**src/rtl/fft_seq_ctrl.sv**
```systemverilog
// ============================================================================
// Module      : fft_seq_ctrl
// Description : Serial-to-parallel operand loader, launch/latency sequencer and
//               parallel-to-serial result drainer for an 8-point FFT stage.
// Revision    : 1.0 - initial release
// ============================================================================
`default_nettype none

module fft_seq_ctrl #(
  parameter int N   = 4,
  parameter int LAT = 3
) (
  input  logic             clk,
  input  logic             rst,
  input  logic             in_valid,
  input  logic [2**N-1:0]  in_data,
  output logic             in_ready,
  output logic [8*2**N-1:0] s_bus,
  output logic             launch,
  input  logic [8*2**N-1:0] r_bus,
  output logic             out_valid,
  output logic [2**N-1:0]  out_data,
  input  logic             out_ready,
  output logic             out_last,
  output logic             busy,
  output logic             frame_done
);

  localparam int         W     = 2**N;
  localparam logic [3:0] LAT_C = 4'(LAT);

  typedef enum logic [1:0] {
    S_LOAD  = 2'd0,
    S_FIRE  = 2'd1,
    S_WAIT  = 2'd2,
    S_DRAIN = 2'd3
  } state_t;

  state_t         state_q, state_d;
  logic [2:0]     cnt_q, cnt_d;
  logic [2:0]     idx_q, idx_d;
  logic [3:0]     lat_q, lat_d;
  logic [8*W-1:0] sreg_q, sreg_d;
  logic [8*W-1:0] obuf_q, obuf_d;

  logic           w_in_hs;
  logic           w_out_hs;
  logic           w_capture;
  logic [2:0]     w_slot;

  assign w_in_hs   = (state_q == S_LOAD) && in_valid;
  assign w_out_hs  = (state_q == S_DRAIN) && out_ready;
  // lat_q equals the number of cycles since FIRE, so capture lands on the edge ending FIRE+LAT
  assign w_capture = (state_q == S_WAIT) && (lat_q == LAT_C);
  assign w_slot    = {cnt_q[0], cnt_q[1], cnt_q[2]};

  always_comb begin
    state_d = state_q;
    cnt_d   = cnt_q;
    idx_d   = idx_q;
    lat_d   = lat_q;
    sreg_d  = sreg_q;
    obuf_d  = obuf_q;
    case (state_q)
      S_LOAD: begin
        if (w_in_hs) begin
          sreg_d[int'(w_slot)*W +: W] = in_data;
          cnt_d = cnt_q + 3'd1;
          if (cnt_q == 3'd7) begin
            state_d = S_FIRE;
          end
        end
      end
      S_FIRE: begin
        lat_d   = 4'd1;
        state_d = S_WAIT;
      end
      S_WAIT: begin
        if (w_capture) begin
          obuf_d  = r_bus;
          lat_d   = 4'd0;
          state_d = S_DRAIN;
        end else begin
          lat_d = lat_q + 4'd1;
        end
      end
      S_DRAIN: begin
        if (w_out_hs) begin
          idx_d = idx_q + 3'd1;
          if (idx_q == 3'd7) begin
            state_d = S_LOAD;
          end
        end
      end
      default: begin
        state_d = S_LOAD;
      end
    endcase
  end

  always_ff @(posedge clk) begin
    if (rst) begin
      state_q <= S_LOAD;
      cnt_q   <= 3'd0;
      idx_q   <= 3'd0;
      lat_q   <= 4'd0;
      sreg_q  <= '0;
      obuf_q  <= '0;
    end else begin
      state_q <= state_d;
      cnt_q   <= cnt_d;
      idx_q   <= idx_d;
      lat_q   <= lat_d;
      sreg_q  <= sreg_d;
      obuf_q  <= obuf_d;
    end
  end

  assign in_ready   = (state_q == S_LOAD);
  assign launch     = (state_q == S_FIRE);
  assign busy       = (state_q != S_LOAD);
  assign s_bus      = sreg_q;
  assign out_valid  = (state_q == S_DRAIN);
  assign out_data   = (state_q == S_DRAIN) ? obuf_q[int'(idx_q)*W +: W] : '0;
  assign out_last   = (state_q == S_DRAIN) && (idx_q == 3'd7);
  assign frame_done = w_out_hs && (idx_q == 3'd7);

endmodule

`default_nettype wire

```
**config.mk**
```make
export PLATFORM = sky130hd
export DESIGN_NAME = fft_seq_ctrl
export DESIGN_NICKNAME = d
export VERILOG_FILES = /design/src/rtl/fft_seq_ctrl.sv
export SDC_FILE = /design/constraint.sdc
export NUM_CORES = 1
export LEC_CHECK = 0
export ABC_CLOCK_PERIOD_IN_PS = 3200
export CAP_MARGIN = 20
export CELL_PAD_IN_SITES_DETAIL_PLACEMENT = 0
export CELL_PAD_IN_SITES_GLOBAL_PLACEMENT = 1
export CORE_MARGIN = 5
export CORE_UTILIZATION = 36
export CTS_CLUSTER_DIAMETER = 50
export DETAILED_ROUTE_END_ITERATION = 8
export PLACE_DENSITY = 0.85
export REMOVE_ABC_BUFFERS = 1
export SETUP_SLACK_MARGIN = 0.1
export SYNTH_ARGS = -nofsm -noshare
export SYNTH_HDL_FRONTEND = slang
export SYNTH_SLANG_ARGS = --single-unit
```
**constraint.sdc**
```tcl
create_clock -name clk -period 3.2 [get_ports clk]
set_clock_uncertainty 0.1 [all_clocks]
set_input_delay 0.64 -clock clk [delete_from_list [all_inputs] [get_ports clk]]
set_output_delay 0.64 -clock clk [all_outputs]
set_load 0.005 [all_outputs]
```
==> summary.md <==
| Metric | Value |
|---|---|
| CTS root buffer | clkbuf_16 |
| Vias in the first global route | 9928 |
| Tightest Pin Transition | 0.754 ns |
| Clk sinks | 268 |
| Startpoint of the worst hold path | obuf_q[119]$_SDFFE_PP0P_ |
| EDFF count, synth | 0 |
| Syn_area_per_cell | 9.20 um^2 |
| R2R depth | 6 |
| Initial DRC Count | 647 |
| Seq/Total Area, Yosys | 0.474 |
| Headroom to the max-slew limit | 0.498 |
| Async SR Flop Fraction | 0 |
| Req. time, crit path | 2.46 ns |
| Status | finished, final reports clean |
| Leakage | 5.81 nW |
| Yosys warns | 0 |
| WL/cell | 18.6 um |
| Layout area overhead | 40.6% |
| H-tree levels | 2 |
| Antenna diodes | 0 |
| GP Congestion | 0.834 |
| Design area | 15900 um^2 |
| Unrepaired setup endpoints after global routing | true |
| DR vias | 9761 |
| Seq cells post-synth | 268 |
| Worst-Skew Late Latency | 0.49 ns |
| PortBufs | 297 |
| DIE AREA | 35100 um^2 |
| Clk slew on worst S/H paths | 0.05 ns |
| Fraction of layout cells with a size suffix above 1 | 0.0931 |
| Crit path from | idx_q[0]$_SDFFE_PP0P_ |
| Slew Limit Fails | 0 |
| Count of different cell masters after synthesis | 46 |
| Die X | 187 um |
| Final setup viols | 0 |
| IO Pins | 298 |
| Netlist Area Pre-Place | 11300 um^2 |
| Worst vdd ir | 0.000324 V |
| Fmax achieved | 0.328 GHz |
| Max_cap viols | 0 |
| Remaining antenna violation count | 0 |
| Area of the multi-input gates | 5490 um^2 |
| Antenna violations before repair | 2 |
| Total CTS buffers | 34 |
| Initial core utilization | 0.362 |
| Hold Vio Cnt, Final | 0 |
| Rows | 65 |
| Hold-fix buffers, CTS | 0 |
| Dpl hpwl | 24.1 mm |
| Post-DP Area | 14600 um^2 |
| CTS Buffer Depth | 3 |
| Grt ovf | 0 |
| CTS tree | built |
| Final Util | 0.508 |
| Power Dens Cells | 482 nW/um^2 |
| Worst setup SP type | flip-flop |
| Fillers | 2835 |
| Post-route DRC | 0 |
| Hold Path Depth | 2 |
| Top fanout value on the critical path | 13 |
| Final #Nets | 1665 |
| Drt first pass iters | 5 |
| Die Y | 187 um |
| Core area | 31300 um^2 |
| Register area | 5370 um^2 |
| Period Utilization, post-route | 0.952 |
| Min Clock Period, post-route | 3.05 ns |
| Post-synthesis cell count | 1231 |
| Endpoint class of the critical path | output port |
| Reg2reg start | cnt_q[1]$_SDFFE_PP0P_ |
| Routed WL | 36.0 mm |
| Hold WC Path Type | flip-flop to flip-flop |
| First-pass GRT wire length | 56.0 mm |
| Vias/cell | 5.06 |
| Largest net degree at the start of global routing | 129 |
| Gr usage total | 0.196 |
| CP Class | flip-flop to output port |
| Ys flop type | dfxtp_1 |
| Arr. time, crit path | 2.31 ns |
[kinds of logic (layout without fill, tap and decap cells)]
logic type / after synthesis / after routing / synth area share
AOI/OAI and AO/OA: 222 / 222 / 0.105
xor gates and xnor gates: 2 / 2 / 0.00155
adders and majority gates: 16 / 16 / 0.0177
buffers and inverters: 108 / 403 / 0.0460
DFF: 268 / 268 / 0.474
muxes: 129 / 129 / 0.149
and+or+nand+nor: 486 / 486 / 0.207
[cell type report]
type | count | share of cell area
clock buffer | 49 | 0.0641
sequential | 268 | 0.337
timing repair buffer | 334 | 0.213
inverter | 8 | 0.00189
clock inverter | 12 | 0.00731
tap | 402 | 0.0316
multi-input combinational | 855 | 0.345
[critical path: stages (launching register included)]
cell             delay (ns)
dfxtp_4                0.44
buf_16                 0.19
mux4_2                 0.50
a22o_1                 0.24
clkdlybuf4s50_1        0.44
[power by group]
part	switching, mW	internal [mW]
clock network	1.45	2.32
registers	0.0116	3.36
logic	0.266	0.266
total	1.72	5.94
[timing repair]
action | 4_1_cts | 5_1_grt
resized for setup | 4 | 11
cloned | 1 | 1
buffers inserted | 0 | 11
setup endpoints to repair | 16 | 16
[through the flow]
step | power, mW | hold slack, ns | std cells | setup TNS (ns) | setup slack, ns
after floorplan | 3.59 | 0.327 | 1131 | -906.56 | -6.79
after global placement | 3.97 | 0.339 | 1854 | 0 | 0.600
after detailed placement | 3.97 | 0.343 | 1854 | 0 | 0.534
after CTS | 7.77 | 0.325 | 1916 | 0 | 0.0688
after global routing | 7.96 | 0.369 | 1928 | 0 | 0.0647
final | 7.67 | 0.350 | 1928 | 0 | 0.155
[synthesized netlist by cell type (all sizes together) (2+ instances only)]
cell type  number  area [um^2]
clkbuf         41          155
ha             16          200
nand2b        100          633
nor2            3         11.3
a22o           16          140
and2            5         31.3
nand2         315         1180
buf            59          335
a21oi         168          841
mux2i          97          971
dfxtp         268         5370
nand4bb         2         22.5
mux4           32          721
nor2b           5         31.3
and3b           2         17.5
nand4          20          153
nand3          20          100
nor4b           4         65.1
a211oi          2         20.0
inv             8         30.0
o21ai          34          170
[cell usage in the layout (no fill, tap or decap), types with 5 or more instances in the layout]
master	n
nand2_1	315
clkdlybuf4s50_1	289
dfxtp_1	266
a21oi_1	168
nand2b_1	99
mux2i_1	97
clkbuf_16	38
mux4_2	32
o21ai_0	31
buf_4	27
nand3_1	20
nand4_1	17
a22o_1	16
ha_1	15
inv_1	8
clkbuf_1	7
dlymetal6s2s_1	7
clkinv_4	6
buf_12	6
clkbuf_8	5
[registers in the layout (all words and copies together) (netlist names)]
register / flops
cnt_q: 3
idx_q: 3
lat_q: 4
obuf_q: 128
s_bus: 128
state_q: 2
[routing by layer]
metal,up-vias,share of wire,track usage
met5,-,0.00031,0
met4,2,0.020,0.0475
met3,50,0.11,0.0892
met2,372,0.44,0.307
met1,4603,0.43,0.249
li1,4734,-,-
[final timing paths]
check | slack (ns) | end
max | 0.15 | out_data[10]
min | 0.35 | obuf_q[119]$_SDFFE_PP0P_
max reg2reg | 0.53 | s_bus[3]$_SDFFE_PP0P_
min reg2reg | 0.35 | obuf_q[119]$_SDFFE_PP0P_
(Power assumes the default switching activity.)
